==> src/rtl/lsu_ctrl_if.sv <==
// Handshake bundle between EXU, lsu_ctrl, the data memory and WBU.
// Modports:
//   master : the load/store unit view (accepts EXU ops, drives memory requests, drives WBU results)
//   slave  : the surrounding environment view (EXU, memory model and WBU combined)
// Signal groups:
//   in_*   EXU -> LSU operation with valid/ready handshake
//   mem_*  LSU <-> memory single-cycle request and variable-latency response
//   out_*  LSU -> WBU result with valid/ready handshake
interface lsu_ctrl_if;
    logic        in_valid;
    logic        in_ready;
    logic        in_isLoad;
    logic        in_isStore;
    logic [2:0]  in_funct3;
    logic [31:0] in_addr;
    logic [31:0] in_wdata;
    logic [4:0]  in_rd;

    logic        mem_req;
    logic        mem_isLoad;
    logic        mem_isStore;
    logic [31:0] mem_addr;
    logic [31:0] mem_len;
    logic [31:0] mem_wdata;
    logic        mem_resp;
    logic [31:0] mem_rdata;

    logic        out_valid;
    logic        out_ready;
    logic [31:0] out_rdata;
    logic [4:0]  out_rd;
    logic [1:0]  out_err;

    modport master (
        input  in_valid, in_isLoad, in_isStore, in_funct3, in_addr, in_wdata, in_rd,
        output in_ready,
        output mem_req, mem_isLoad, mem_isStore, mem_addr, mem_len, mem_wdata,
        input  mem_resp, mem_rdata,
        output out_valid, out_rdata, out_rd, out_err,
        input  out_ready
    );

    modport slave (
        output in_valid, in_isLoad, in_isStore, in_funct3, in_addr, in_wdata, in_rd,
        input  in_ready,
        input  mem_req, mem_isLoad, mem_isStore, mem_addr, mem_len, mem_wdata,
        output mem_resp, mem_rdata,
        input  out_valid, out_rdata, out_rd, out_err,
        output out_ready
    );
endinterface

==> src/rtl/lsu_ctrl.sv <==
// Load/store control unit sitting in front of the data memory.
// Accepts one operation at a time from EXU, issues a one-cycle memory request,
// waits (bounded by MEM_TIMEOUT) for the response, extends load data and
// presents the result to WBU. Misaligned/illegal ops complete without a request.
// Ports:
//   clock  rising-edge clock
//   reset  asynchronous active-high reset
//   bus    lsu_ctrl_if.master (in_*, mem_*, out_* groups)
module lsu_ctrl #(
    parameter int unsigned MEM_TIMEOUT = 255
) (
    input  logic       clock,
    input  logic       reset,
    lsu_ctrl_if.master bus
);

    localparam int unsigned CNT_W = $clog2(MEM_TIMEOUT + 1);
    localparam int unsigned XLEN  = 32;

    localparam logic [1:0] ERR_OK      = 2'b00;
    localparam logic [1:0] ERR_ALIGN   = 2'b01;
    localparam logic [1:0] ERR_TIMEOUT = 2'b10;
    localparam logic [1:0] ERR_ILLEGAL = 2'b11;

    typedef enum logic [1:0] {
        IDLE = 2'd0,
        REQ  = 2'd1,
        WAIT = 2'd2,
        DONE = 2'd3
    } state_t;

    state_t            state, state_d;
    logic [CNT_W-1:0]  cnt, cnt_d;
    logic              op_load, op_load_d;
    logic [2:0]        op_funct3, op_funct3_d;

    logic              mem_req_q, mem_req_d;
    logic              mem_isload_q, mem_isload_d;
    logic              mem_isstore_q, mem_isstore_d;
    logic [XLEN-1:0]   mem_addr_q, mem_addr_d;
    logic [XLEN-1:0]   mem_len_q, mem_len_d;
    logic [XLEN-1:0]   mem_wdata_q, mem_wdata_d;

    logic              out_valid_q, out_valid_d;
    logic [XLEN-1:0]   out_rdata_q, out_rdata_d;
    logic [4:0]        out_rd_q, out_rd_d;
    logic [1:0]        out_err_q, out_err_d;

    logic              is_mem;
    logic              illegal;
    logic              misaligned;

    // Byte count from the size field (funct3[1:0]).
    function automatic logic [XLEN-1:0] len_of(input logic [1:0] size);
        case (size)
            2'b00:   len_of = XLEN'(1);
            2'b01:   len_of = XLEN'(2);
            default: len_of = XLEN'(4);
        endcase
    endfunction

    // Store data with the bytes above the access size cleared.
    function automatic logic [XLEN-1:0] store_data(input logic [1:0] size, input logic [XLEN-1:0] d);
        case (size)
            2'b00:   store_data = {24'b0, d[7:0]};
            2'b01:   store_data = {16'b0, d[15:0]};
            default: store_data = d;
        endcase
    endfunction

    // Load data extension; memory returns the bytes in the low lanes.
    function automatic logic [XLEN-1:0] load_data(input logic [2:0] f3, input logic [XLEN-1:0] d);
        case (f3)
            3'b000:  load_data = {{24{d[7]}}, d[7:0]};
            3'b001:  load_data = {{16{d[15]}}, d[15:0]};
            3'b100:  load_data = {24'b0, d[7:0]};
            3'b101:  load_data = {16'b0, d[15:0]};
            default: load_data = d;
        endcase
    endfunction

    // Classification of the operation currently offered by EXU.
    // Pass-through ALU results carry arbitrary funct3, so the size check only applies to memory ops.
    always_comb begin
        is_mem     = bus.in_isLoad | bus.in_isStore;
        illegal    = (bus.in_isLoad & bus.in_isStore)
                   | (is_mem & ((bus.in_funct3 == 3'b011) | (bus.in_funct3 == 3'b110) |
                                (bus.in_funct3 == 3'b111)))
                   | (bus.in_isStore & bus.in_funct3[2]);
        misaligned = ((bus.in_funct3[1:0] == 2'b01) & bus.in_addr[0])
                   | ((bus.in_funct3[1:0] == 2'b10) & (bus.in_addr[1:0] != 2'b00));
    end

    // State and output registers.
    always_ff @(posedge clock or posedge reset) begin
        if (reset) begin
            state         <= IDLE;
            cnt           <= '0;
            op_load       <= 1'b0;
            op_funct3     <= 3'b000;
            mem_req_q     <= 1'b0;
            mem_isload_q  <= 1'b0;
            mem_isstore_q <= 1'b0;
            mem_addr_q    <= '0;
            mem_len_q     <= '0;
            mem_wdata_q   <= '0;
            out_valid_q   <= 1'b0;
            out_rdata_q   <= '0;
            out_rd_q      <= '0;
            out_err_q     <= ERR_OK;
        end else begin
            state         <= state_d;
            cnt           <= cnt_d;
            op_load       <= op_load_d;
            op_funct3     <= op_funct3_d;
            mem_req_q     <= mem_req_d;
            mem_isload_q  <= mem_isload_d;
            mem_isstore_q <= mem_isstore_d;
            mem_addr_q    <= mem_addr_d;
            mem_len_q     <= mem_len_d;
            mem_wdata_q   <= mem_wdata_d;
            out_valid_q   <= out_valid_d;
            out_rdata_q   <= out_rdata_d;
            out_rd_q      <= out_rd_d;
            out_err_q     <= out_err_d;
        end
    end

    // Next-state and next-output logic. Strobes are derived from the next state
    // so that they are registered and line up with the state they belong to.
    always_comb begin
        state_d       = state;
        cnt_d         = cnt;
        op_load_d     = op_load;
        op_funct3_d   = op_funct3;
        mem_isload_d  = 1'b0;
        mem_isstore_d = 1'b0;
        mem_addr_d    = mem_addr_q;
        mem_len_d     = mem_len_q;
        mem_wdata_d   = mem_wdata_q;
        out_rdata_d   = out_rdata_q;
        out_rd_d      = out_rd_q;
        out_err_d     = out_err_q;

        case (state)
            IDLE: begin
                if (bus.in_valid) begin
                    op_load_d   = bus.in_isLoad;
                    op_funct3_d = bus.in_funct3;
                    out_rd_d    = bus.in_rd;
                    if (illegal) begin
                        state_d     = DONE;
                        out_err_d   = ERR_ILLEGAL;
                        out_rdata_d = '0;
                    end else if (!is_mem) begin
                        state_d     = DONE;
                        out_err_d   = ERR_OK;
                        out_rdata_d = bus.in_addr;
                    end else if (misaligned) begin
                        state_d     = DONE;
                        out_err_d   = ERR_ALIGN;
                        out_rdata_d = '0;
                    end else begin
                        state_d       = REQ;
                        mem_isload_d  = bus.in_isLoad;
                        mem_isstore_d = bus.in_isStore;
                        mem_addr_d    = bus.in_addr;
                        mem_len_d     = len_of(bus.in_funct3[1:0]);
                        mem_wdata_d   = store_data(bus.in_funct3[1:0], bus.in_wdata);
                    end
                end
            end

            REQ: begin
                state_d = WAIT;
                cnt_d   = '0;
            end

            // A response on the timeout cycle still completes normally.
            WAIT: begin
                if (bus.mem_resp) begin
                    state_d     = DONE;
                    out_err_d   = ERR_OK;
                    out_rdata_d = op_load ? load_data(op_funct3, bus.mem_rdata) : '0;
                end else if (cnt == CNT_W'(MEM_TIMEOUT)) begin
                    state_d     = DONE;
                    out_err_d   = ERR_TIMEOUT;
                    out_rdata_d = '0;
                end else begin
                    cnt_d = cnt + CNT_W'(1);
                end
            end

            DONE: begin
                if (bus.out_ready) begin
                    state_d = IDLE;
                end
            end

            default: begin
                state_d = IDLE;
            end
        endcase

        mem_req_d   = (state_d == REQ);
        out_valid_d = (state_d == DONE);
    end

    // in_ready is a direct decode of the state register.
    assign bus.in_ready    = (state == IDLE);
    assign bus.mem_req     = mem_req_q;
    assign bus.mem_isLoad  = mem_isload_q;
    assign bus.mem_isStore = mem_isstore_q;
    assign bus.mem_addr    = mem_addr_q;
    assign bus.mem_len     = mem_len_q;
    assign bus.mem_wdata   = mem_wdata_q;
    assign bus.out_valid   = out_valid_q;
    assign bus.out_rdata   = out_rdata_q;
    assign bus.out_rd      = out_rd_q;
    assign bus.out_err     = out_err_q;

endmodule

==> src/flat_wrapper.sv <==
// flat-port wrapper written by rule: the top's interface ports become plain ports
module lsu_ctrl_flat 
#(
    parameter int unsigned MEM_TIMEOUT = 255
)
  (clock, reset, bus_in_valid, bus_in_isLoad, bus_in_isStore, bus_in_funct3, bus_in_addr, bus_in_wdata, bus_in_rd, bus_in_ready, bus_mem_req, bus_mem_isLoad, bus_mem_isStore, bus_mem_addr, bus_mem_len, bus_mem_wdata, bus_mem_resp, bus_mem_rdata, bus_out_valid, bus_out_rdata, bus_out_rd, bus_out_err, bus_out_ready);
  lsu_ctrl_if bus_i ();
  input  logic clock;
  input  logic reset;
  input wire logic [$bits(bus_i.in_valid)-1:0] bus_in_valid;
  input wire logic [$bits(bus_i.in_isLoad)-1:0] bus_in_isLoad;
  input wire logic [$bits(bus_i.in_isStore)-1:0] bus_in_isStore;
  input wire logic [$bits(bus_i.in_funct3)-1:0] bus_in_funct3;
  input wire logic [$bits(bus_i.in_addr)-1:0] bus_in_addr;
  input wire logic [$bits(bus_i.in_wdata)-1:0] bus_in_wdata;
  input wire logic [$bits(bus_i.in_rd)-1:0] bus_in_rd;
  output wire logic [$bits(bus_i.in_ready)-1:0] bus_in_ready;
  output wire logic [$bits(bus_i.mem_req)-1:0] bus_mem_req;
  output wire logic [$bits(bus_i.mem_isLoad)-1:0] bus_mem_isLoad;
  output wire logic [$bits(bus_i.mem_isStore)-1:0] bus_mem_isStore;
  output wire logic [$bits(bus_i.mem_addr)-1:0] bus_mem_addr;
  output wire logic [$bits(bus_i.mem_len)-1:0] bus_mem_len;
  output wire logic [$bits(bus_i.mem_wdata)-1:0] bus_mem_wdata;
  input wire logic [$bits(bus_i.mem_resp)-1:0] bus_mem_resp;
  input wire logic [$bits(bus_i.mem_rdata)-1:0] bus_mem_rdata;
  output wire logic [$bits(bus_i.out_valid)-1:0] bus_out_valid;
  output wire logic [$bits(bus_i.out_rdata)-1:0] bus_out_rdata;
  output wire logic [$bits(bus_i.out_rd)-1:0] bus_out_rd;
  output wire logic [$bits(bus_i.out_err)-1:0] bus_out_err;
  input wire logic [$bits(bus_i.out_ready)-1:0] bus_out_ready;
  assign bus_i.in_valid = bus_in_valid;
  assign bus_i.in_isLoad = bus_in_isLoad;
  assign bus_i.in_isStore = bus_in_isStore;
  assign bus_i.in_funct3 = bus_in_funct3;
  assign bus_i.in_addr = bus_in_addr;
  assign bus_i.in_wdata = bus_in_wdata;
  assign bus_i.in_rd = bus_in_rd;
  assign bus_in_ready = bus_i.in_ready;
  assign bus_mem_req = bus_i.mem_req;
  assign bus_mem_isLoad = bus_i.mem_isLoad;
  assign bus_mem_isStore = bus_i.mem_isStore;
  assign bus_mem_addr = bus_i.mem_addr;
  assign bus_mem_len = bus_i.mem_len;
  assign bus_mem_wdata = bus_i.mem_wdata;
  assign bus_i.mem_resp = bus_mem_resp;
  assign bus_i.mem_rdata = bus_mem_rdata;
  assign bus_out_valid = bus_i.out_valid;
  assign bus_out_rdata = bus_i.out_rdata;
  assign bus_out_rd = bus_i.out_rd;
  assign bus_out_err = bus_i.out_err;
  assign bus_i.out_ready = bus_out_ready;
  lsu_ctrl #(.MEM_TIMEOUT(MEM_TIMEOUT)) u_core (.clock(clock), .reset(reset), .bus(bus_i));
endmodule
==> config.mk <==
export PLATFORM = sky130hd
export DESIGN_NAME = lsu_ctrl_flat
export DESIGN_NICKNAME = d
export VERILOG_FILES = /design/src/rtl/lsu_ctrl_if.sv /design/src/rtl/lsu_ctrl.sv /design/src/flat_wrapper.sv
export SDC_FILE = /design/constraint.sdc
export NUM_CORES = 1
export LEC_CHECK = 0
export ABC_AREA = 1
export CAP_MARGIN = 20
export CELL_PAD_IN_SITES_DETAIL_PLACEMENT = 0
export CELL_PAD_IN_SITES_GLOBAL_PLACEMENT = 1
export CORE_MARGIN = 2
export CORE_UTILIZATION = 31
export DETAILED_ROUTE_END_ITERATION = 16
export PLACE_DENSITY_LB_ADDON = 0.15
export SKIP_CTS_REPAIR_TIMING = 1
export SYNTH_ARGS = -nofsm -noshare
export SYNTH_HDL_FRONTEND = slang
export SYNTH_SLANG_ARGS = --single-unit
==> constraint.sdc <==
create_clock -name clock -period 4.75 [get_ports clock]
set_input_delay 0.7125 -clock clock [delete_from_list [all_inputs] [get_ports clock]]
set_output_delay 0.7125 -clock clock [all_outputs]
set_load 0.1 [all_outputs]
==> flow_metrics.py, run 1 <==
metrics = {
    "detailed_routing": {
        "drc": 0,
        "wl_per_cell_um": 16.2,
        "drtAntennaViolNets": 0,
        "routed_wirelength_mm": 20.8,
        "first_pass_iters": 5,
        "via_per_inst": 4.60,
        "drtIter0Drc": 370,
        "dr_total_vias": 5906,
    },
    "critical_path": {
        "critPathRequiredTime_ns": 4.04,
        "slowest_delay_ns": 1.29,
        "critPathLaunch": "u_core.state[1]$_DFF_PP0_",
        "crit_family": "buffers and inverters",
        "worstSetupPathType": "reg2out",
        "slowest_stage": "clkdlybuf4s50_1",
        "cp-start-kind": "flip-flop",
        "cp_num_buf_inv": 1,
        "crit_arrival_ns": 2.75,
        "rr_startpoint": "u_core.state[1]$_DFF_PP0_",
        "crit_path_cell_trace": "nor2_4 > clkdlybuf4s50_1",
        "path_max_fanout": 23,
        "cp-end-kind": "primary output",
    },
    "timing": {
        "final_hold_viol_count": 0,
        "setup_violations": 0,
        "tightest_slew_ns": 1.07,
        "rsz0062_at_grt": "no",
        "drv_slew": 0,
        "fmax_mhz": 289,
        "min_period_ns": 3.46,
        "timing.slew.headroom_pct": 28.7,
        "skew_ns": 0.00796,
        "period_share_pct": 72.9,
        "fin_tns_setup_ns": 0,
    },
    "yosys": {
        "ys_types": 30,
        "synth_edf_count": 0,
        "synthAdderAreaFrac_pct": 0.202,
        "synthFlopType": "dfrtp_1",
        "synth_area_per_cell_um2": 7.69,
        "async_flop_share_pct": 100,
        "synth_top_family_by_area": "simple AND/OR/NAND/NOR gates",
        "synthMuxAreaShare_pct": 0,
        "syn_inst": 805,
        "yosysSeqAreaShare_pct": 50.1,
        "synth_compound_area_share_pct": 2.95,
        "netlist_area_um2": 6190,
        "ys_ff_latch": 124,
        "ys_warn_count": 0,
        "synth-simple-area-share_pct": 37.3,
        "synth-xor-area-share_pct": 0.283,
    },
    "floorplan": {
        "coreArea_um2": 19500,
        "io_pins": 251,
        "die_h_um": 145,
        "die_w_um": 145,
        "fp-row-count": 51,
        "start_util_pct": 31.7,
        "dieArea_um2": 21100,
    },
    "global_routing": {
        "grt_pass1_wl_mm": 33.0,
        "antenna_found_initial": 1,
        "grt_max_degree": 68,
        "grt_pass1_vias": 5678,
        "grt_usage_pct": 19.8,
        "grt.overflow.total": 0,
    },
    "cts": {
        "htree_levels": 4,
        "cts_tree": "built",
        "clock-root-buffer": "clkbuf_16",
        "clk_pin_slew_ns": 0.05,
        "cts_made_buffers": 17,
        "clock-sinks": 124,
        "clockBufferDepth": 2,
        "clk_latency_ns": 0.42,
    },
    "placed_design": {
        "routabilityCongestion": 0.833,
        "io_buffers": 221,
        "hpwl_mm": 14.6,
    },
    "outcome": {
        "status": "finished clean",
    },
    "job": {
        "maxCapViolCount": 0,
    },
    "worst_hold_path": {
        "hold_start": "u_core.bus.mem_wdata[30]$_DFFE_PP0P_",
        "hp-class": "reg2reg",
    },
    "finish": {
        "nets": 1119,
        "drive_gt1_share_pct": 5.30,
        "syn2layout_area_growth_pct": 47.1,
    },
}
-- final cells by class --
cell class,count,area [um2]
clock inverters,10,164
multi-input cells,604,2650
diodes,1,2.50
repair buffers,229,2270
inverters,31,121
fillers,2013,10400
flip-flops and latches,124,3100
well taps,265,332
clock buffers,21,470
-- routing by layer --
metal	track usage (%)	part of all wire (%)	vias up
li1	-	-	2929
met1	28.6	46	2708
met2	28.7	44	238
met3	4.58	7.0	31
met4	7.55	2.6	0
met5	0	0	-
-- per-stage QoR --
step | util (%) | std cells | cell area, um2 | worst slack [ns] | hold slack (ns)
after floorplan | - | 833 | 6300 | 0.738 | 0.462
after global placement | 43.4 | 1253 | 8470 | 1.16 | 0.453
after detailed placement | 43.4 | 1253 | 8470 | 1.12 | 0.457
after CTS | 46.6 | 1284 | 9100 | 1.25 | 0.471
after global routing | 46.6 | 1285 | 9110 | 1.21 | 0.497
final | 46.6 | 1285 | 9110 | 1.29 | 0.466
-- cell families (layout without fill, tap and decap cells) --
kind of cell / Yosys count / in the layout
xor gates and xnor gates: 2 / 2
AOI/OAI and AO/OA: 29 / 29
buffers and inverters: 105 / 291
other: 1 / 30
adders and majority gates: 1 / 1
and+or+nand+nor: 543 / 543
DFF: 124 / 124
-- placed cells by master (no fill, tap or decap), drive strengths merged --
| cell | netlist | layout |
|---|---|---|
| a21oi | 4 | 4 |
| o21a | 8 | 8 |
| clkdlybuf4s50 | 0 | 220 |
| inv | 29 | 29 |
| dfrtp | 124 | 124 |
| nand4 | 55 | 55 |
| xor2 | 2 | 2 |
| nor2 | 56 | 56 |
| buf | 55 | 9 |
| conb | 1 | 29 |
| o22ai | 1 | 1 |
| nand3b | 1 | 1 |
| clkbuf | 19 | 21 |
| diode | 0 | 1 |
| nor3 | 2 | 2 |
| ha | 1 | 1 |
| nand2 | 367 | 367 |
| clkinvlp | 0 | 1 |
| bufinv | 0 | 4 |
| nand3 | 62 | 62 |
| o21bai | 2 | 2 |
| o21ai | 14 | 14 |
| clkinv | 2 | 7 |
-- cells in the mapped netlist (2+ instances only) --
cell,instances,area (um2)
nand2_1,365,1370
dfrtp_1,124,3100
nand3_1,61,305
nand4_1,53,332
nor2_1,51,191
buf_4,33,248
inv_1,27,101
clkbuf_1,19,71.3
buf_2,18,90.1
o21ai_0,14,70.1
o21a_1,8,60.1
a21oi_1,3,15.0
buf_6,3,33.8
nor2_2,3,18.8
clkinv_1,2,7.51
inv_2,2,7.51
nand4_2,2,25.0
nor2_4,2,22.5
nor3_1,2,10.0
o21bai_1,2,15.0
xor2_1,2,17.5
-- worst paths after layout --
check / to / slack, ns / cells after the start
setup / recovery: bus_in_ready / 1.29 / 2
hold / removal: u_core.bus.mem_wdata[30]$_DFFE_PP0P_ / 0.47 / 2
setup reg to reg: u_core.bus.mem_wdata[25]$_DFFE_PP0P_ / 1.80 / 6
hold reg to reg: u_core.bus.mem_wdata[30]$_DFFE_PP0P_ / 0.47 / 2
max in group asynchronous: u_core.bus.mem_addr[22]$_DFFE_PP0P_ / 3.12 / 3
min in group asynchronous: u_core.bus.out_rd[4]$_DFFE_PP0P_ / 0.68 / 2
-- sequential cells by signal, summed over array words and instances (netlist names) --
| name | cells |
|---|---|
| u_core.bus.out_rdata | 32 |
| u_core.op_load | 1 |
| u_core.bus.mem_wdata | 32 |
| u_core.bus.mem_len | 3 |
| u_core.bus.mem_isLoad | 1 |
| u_core.bus.out_valid | 1 |
| u_core.bus.mem_isStore | 1 |
| u_core.bus.out_rd | 5 |
| u_core.bus.out_err | 2 |
| u_core.bus.mem_addr | 32 |
| u_core.bus.mem_req | 1 |
| u_core.op_funct3 | 3 |
| u_core.state | 2 |
| u_core.cnt | 8 |
-- worst reg2reg max path: stages (launching register included) --
cell and delay [ns]:
dfrtp_1 0.45, nor2_4 0.59, buf_4 0.46, nand2_1 0.36, nor2_2 0.75, nand3_1 0.16, nand2_1 0.12
Power of run 1 is left out: the tool's default activity adds up to more than one toggle a clock period on the data nets, which glitch-free logic cannot reach.
==> run 2, diff against run 1 <==
clock period = 3.4 ns   (was 4.75 ns; I/O delays follow)
==> run 2 against run 1 <==
Die area stayed put. Count of clock-buffer cells in the layout is 1 lower. Utilization is 0.26 points higher. Clock skew is 0.0024 ns higher. Final cell count is 0.54% higher. Non-clock buffer count is 6 higher. Critical path depth is 2 higher. Highest routed layer unchanged. Global-route usage is 0.71 points lower. Wire length is 3.3% lower.
==> flow_metrics.py, run 2 (synthesis results as in run 1) <==
metrics = {
    "cts": {
        "clk_pin_slew_ns": 0.06,
        "cts_tree": "built",
        "clockBufferDepth": 2,
        "clk_latency_ns": 0.41,
        "cts_made_buffers": 17,
        "clock-sinks": 124,
        "clock-root-buffer": "clkbuf_16",
        "htree_levels": 4,
    },
    "critical_path": {
        "critPathLaunch": "u_core.state[1]$_DFF_PP0_",
        "critPathRequiredTime_ns": 2.89,
        "cp-start-kind": "flip-flop",
        "endpoint": "bus_in_ready",
        "rr_startpoint": "u_core.state[1]$_DFF_PP0_",
        "slowest_delay_ns": 0.46,
        "path_max_fanout": 29,
        "crit_top_cell": "buf_4",
        "worstReg2RegEnd": "u_core.bus.out_err[0]$_DFFE_PP0P_",
        "crit_arrival_ns": 2.06,
        "cp-end-kind": "primary output",
        "crit_path_cell_trace": "nor2_4 > buf_4 > buf_4 > buf_4",
        "worstSetupPathType": "reg2out",
        "r2r.worst_path.cells": 8,
        "slowest_stage": "dfrtp_1",
        "rrSetupSlack_ns": 1.12,
    },
    "finish": {
        "finalNonFillerCells": 1292,
        "final_cell_mix": "nand2_1, clkdlybuf4s50_1, dfrtp_1, nand3_1, nand4_1",
        "nFillCells": 2008,
        "layout_commonest_cell": "nand2_1",
        "drive_gt1_share_pct": 6.43,
        "nets": 1125,
        "syn2layout_area_growth_pct": 47.9,
    },
    "floorplan": {
        "start_util_pct": 31.7,
        "die_w_um": 145,
        "fp-row-count": 51,
        "dieArea_um2": 21100,
        "io_pins": 251,
        "coreArea_um2": 19500,
        "die_h_um": 145,
    },
    "timing": {
        "timing.slew.headroom_pct": 29.9,
        "tightest_slew_ns": 1.05,
        "drv_slew": 0,
        "skew_ns": 0.0104,
        "hold_slack_ns": 0.466,
        "rsz0062_at_grt": "no",
        "setup_violations": 0,
        "period_share_pct": 75.7,
        "fmax_mhz": 389,
        "fin_tns_setup_ns": 0,
        "final_hold_viol_count": 0,
        "min_period_ns": 2.57,
    },
    "outcome": {
        "status": "finished clean",
    },
    "worst_hold_path": {
        "hp-class": "reg2reg",
    },
    "placed_design": {
        "hpwl_mm": 14.1,
        "io_buffers": 221,
        "dpl.cell_count": 1259,
        "routabilityCongestion": 0.783,
    },
    "detailed_routing": {
        "via_per_inst": 4.48,
        "drtAntennaViolNets": 0,
        "dr_total_vias": 5786,
        "first_pass_iters": 5,
        "wl_per_cell_um": 15.6,
        "drtIter0Drc": 272,
        "routed_wirelength_mm": 20.1,
        "drc": 0,
    },
    "global_routing": {
        "antenna_found_initial": 1,
        "grt_pass1_vias": 5579,
        "grt_usage_pct": 19.1,
        "grt_max_degree": 125,
        "grt.overflow.total": 0,
        "grt_pass1_wl_mm": 31.9,
    },
    "job": {
        "maxCapViolCount": 0,
    },
}
[run 2: how the worst min path moves through the flow]
stage | startpoint | end | slack (ns) | cells past startpoint
after floorplan | u_core.op_funct3[2]$_DFFE_PP0P_ | u_core.op_funct3[2]$_DFFE_PP0P_ | 0.46 | 2
after global placement | u_core.bus.mem_wdata[31]$_DFFE_PP0P_ | u_core.bus.mem_wdata[31]$_DFFE_PP0P_ | 0.45 | 2
after detailed placement | u_core.bus.mem_wdata[18]$_DFFE_PP0P_ | u_core.bus.mem_wdata[18]$_DFFE_PP0P_ | 0.46 | 2
after CTS | u_core.bus.mem_addr[26]$_DFFE_PP0P_ | u_core.bus.mem_addr[26]$_DFFE_PP0P_ | 0.47 | 2
after global routing | u_core.bus.mem_addr[11]$_DFFE_PP0P_ | u_core.bus.mem_addr[11]$_DFFE_PP0P_ | 0.49 | 2
final | u_core.bus.out_rdata[5]$_DFFE_PP0P_ | u_core.bus.out_rdata[5]$_DFFE_PP0P_ | 0.47 | 2
[run 2: metrics by stage]
| step | setup WS [ns] | area [um2] | utilization (%) |
|---|---|---|---|
| 2_1_floorplan | 1.23 | 6300 | - |
| 4_1_cts | 0.802 | 9160 | 46.9 |
| 3_3_place_gp | 0.717 | 8530 | 43.7 |
| 6_report | 0.827 | 9160 | 46.9 |
| 5_1_grt | 0.732 | 9160 | 46.9 |
| 3_5_place_dp | 0.663 | 8530 | 43.7 |
[run 2: metal layers]
layer	share of wire (%)	up-vias	wire length [um]	track usage [%]
li1	-	2945	-	-
met1	48	2641	9590	26.8
met2	44	182	8920	28.5
met3	5.9	18	1180	4.36
met4	2.1	0	414	7.50
met5	0	-	0	0
[run 2: layout make-up]
class                   count  area, um2  area share (%)
inverters                  31        120            1.31
well taps                 265        332            3.62
multi-input cells         604       2650            28.9
clock buffers              20        467            5.10
diodes                      1       2.50          0.0273
flip-flops and latches    124       3100            33.9
clock inverters            12        160            1.75
repair buffers            235       2330            25.4
[run 2: worst max-delay path: cells and delay by family (launching register included)]
family / cells / cell delay (ns)
buffers and inverters: 3 / 1.04
and+or+nand+nor: 1 / 0.12
DFF: 1 / 0.46
Power of run 2 is left out for the same reason.
==> run 3, diff against run 2 <==
clock period = 2.38 ns   (was 3.4 ns; I/O delays follow)
==> run 3 against run 2 <==
Register-to-register slack got worse by 0.71 ns. Critical path depth shrank 1. Sequential share of layout area grew 0.86 points. Design area is 2.5% lower. Wire length is 1.1% higher. Clock skew fell by 0.0022 ns. Sequential cell count stayed put. Die area unchanged. Worst hold slack worse by 0.062 ns. Critical path type unchanged. Non-clock buffer count is 6 higher. Via count up 1.7%.
==> flow_metrics.py, run 3 (synthesis results as in run 1) <==
metrics = {
    "timing": {
        "fin_tns_setup_ns": 0,
        "min_period_ns": 1.99,
        "drv_slew": 0,
        "fmax_mhz": 502,
        "hold_slack_ns": 0.404,
        "rsz0062_at_grt": "no",
        "final_hold_viol_count": 0,
        "period_share_pct": 83.8,
        "skew_ns": 0.00817,
        "setup_violations": 0,
    },
    "critical_path": {
        "cp-end-kind": "primary output",
        "crit_family": "buffers and inverters",
        "crit_arrival_ns": 1.64,
        "slowest_stage": "dfrtp_1",
        "path_max_fanout": 24,
        "cp_num_buf_inv": 2,
        "critPathRequiredTime_ns": 2.02,
        "cp-start-kind": "flip-flop",
        "slowest_delay_ns": 0.47,
        "worstSetupPathType": "reg2out",
        "crit_path_cell_trace": "nor2_4 > buf_4 > buf_12",
    },
    "cts": {
        "clockBufferDepth": 2,
        "clk_latency_ns": 0.42,
        "htree_levels": 4,
        "clk_pin_slew_ns": 0.05,
        "clock-root-buffer": "clkbuf_16",
        "cts_made_buffers": 17,
        "cts_tree": "built",
        "clock-sinks": 124,
    },
    "floorplan": {
        "die_h_um": 145,
        "dieArea_um2": 21100,
        "coreArea_um2": 19500,
        "io_pins": 251,
        "die_w_um": 145,
        "fp-row-count": 51,
        "start_util_pct": 31.7,
    },
    "detailed_routing": {
        "routed_wirelength_mm": 20.3,
        "via_per_inst": 4.54,
        "first_pass_iters": 7,
        "drtAntennaViolNets": 0,
        "dr_total_vias": 5882,
        "wl_per_cell_um": 15.7,
        "drc": 0,
        "drtIter0Drc": 323,
    },
    "outcome": {
        "status": "finished clean",
    },
    "global_routing": {
        "grt.overflow.total": 0,
        "grt_usage_pct": 19.3,
        "antenna_found_initial": 0,
        "grt_pass1_vias": 5452,
        "grt_max_degree": 64,
        "grt_pass1_wl_mm": 32.1,
    },
    "finish": {
        "final_cell_mix": "nand2_1, buf_4, dfrtp_1, clkdlybuf4s50_1, nand3_1",
        "nets": 1131,
        "n_antenna_cell": 0,
        "syn2layout_area_growth_pct": 44.2,
        "layout_commonest_cell": "nand2_1",
        "drive_gt1_share_pct": 17.3,
    },
    "worst_hold_path": {
        "hp-class": "in2async",
    },
    "placed_design": {
        "routabilityCongestion": 0.803,
        "hpwl_mm": 14.6,
        "io_buffers": 221,
    },
    "job": {
        "maxCapViolCount": 0,
    },
}
==> run 3: metal layers <==
metal	share of wire [%]	global-route usage [%]	wire length, um
met1	48	28.2	9660
met2	44	27.8	9000
met3	6.1	4.33	1240
met4	2.1	7.30	427
met5	0	0	0
==> run 3: area by class of cell <==
cell class	instances	area, um2
Clock inverter	12	120
Fill cell	2036	10600
Clock buffer	20	467
Tap cell	265	332
Timing Repair Buffer	241	2140
Inverter	31	120
Multi-Input combinational cell	604	2650
Sequential cell	124	3100
==> run 3: worst register-to-register path, delay by kind of cell, from the launching register on <==
family	cells	cell delay, ns
flip-flops	1	0.40
AO/OA/AOI/OAI	1	0.25
AND/OR/NAND/NOR	4	0.61
buffers and inverters	2	0.44
adder cells (fa/ha/maj)	1	0.21
==> run 3: final timing paths <==
| kind | depth (start not counted) | slack, ns | end | start |
|---|---|---|---|---|
| worst min-delay path | 3 | 0.40 | u_core.bus.out_rdata[14]$_DFFE_PP0P_ | reset |
| max in group asynchronous | 3 | 1.64 | u_core.bus.mem_wdata[0]$_DFFE_PP0P_ | reset |
| worst max register to register | 8 | 0.41 | u_core.bus.out_rdata[6]$_DFFE_PP0P_ | u_core.cnt[1]$_DFFE_PP0P_ |
| worst max-delay path | 3 | 0.39 | bus_in_ready | u_core.state[1]$_DFF_PP0_ |
| min in group clock | 2 | 0.47 | u_core.bus.out_rdata[2]$_DFFE_PP0P_ | u_core.bus.out_rdata[2]$_DFFE_PP0P_ |
| worst min register to register | 2 | 0.47 | u_core.bus.out_rdata[2]$_DFFE_PP0P_ | u_core.bus.out_rdata[2]$_DFFE_PP0P_ |
==> run 3: per-stage QoR <==
stage,std cells,cell area (um2),worst slack [ns],utilization [%]
finish,1297,8930,0.387,45.7
global route,1297,8930,0.231,45.7
CTS,1297,8930,0.378,45.7
detailed placement,1265,8340,0.164,42.7
global placement,1265,8340,0.231,42.7
floorplan,833,6300,0.366,-
Power of run 3 is left out for the same reason.
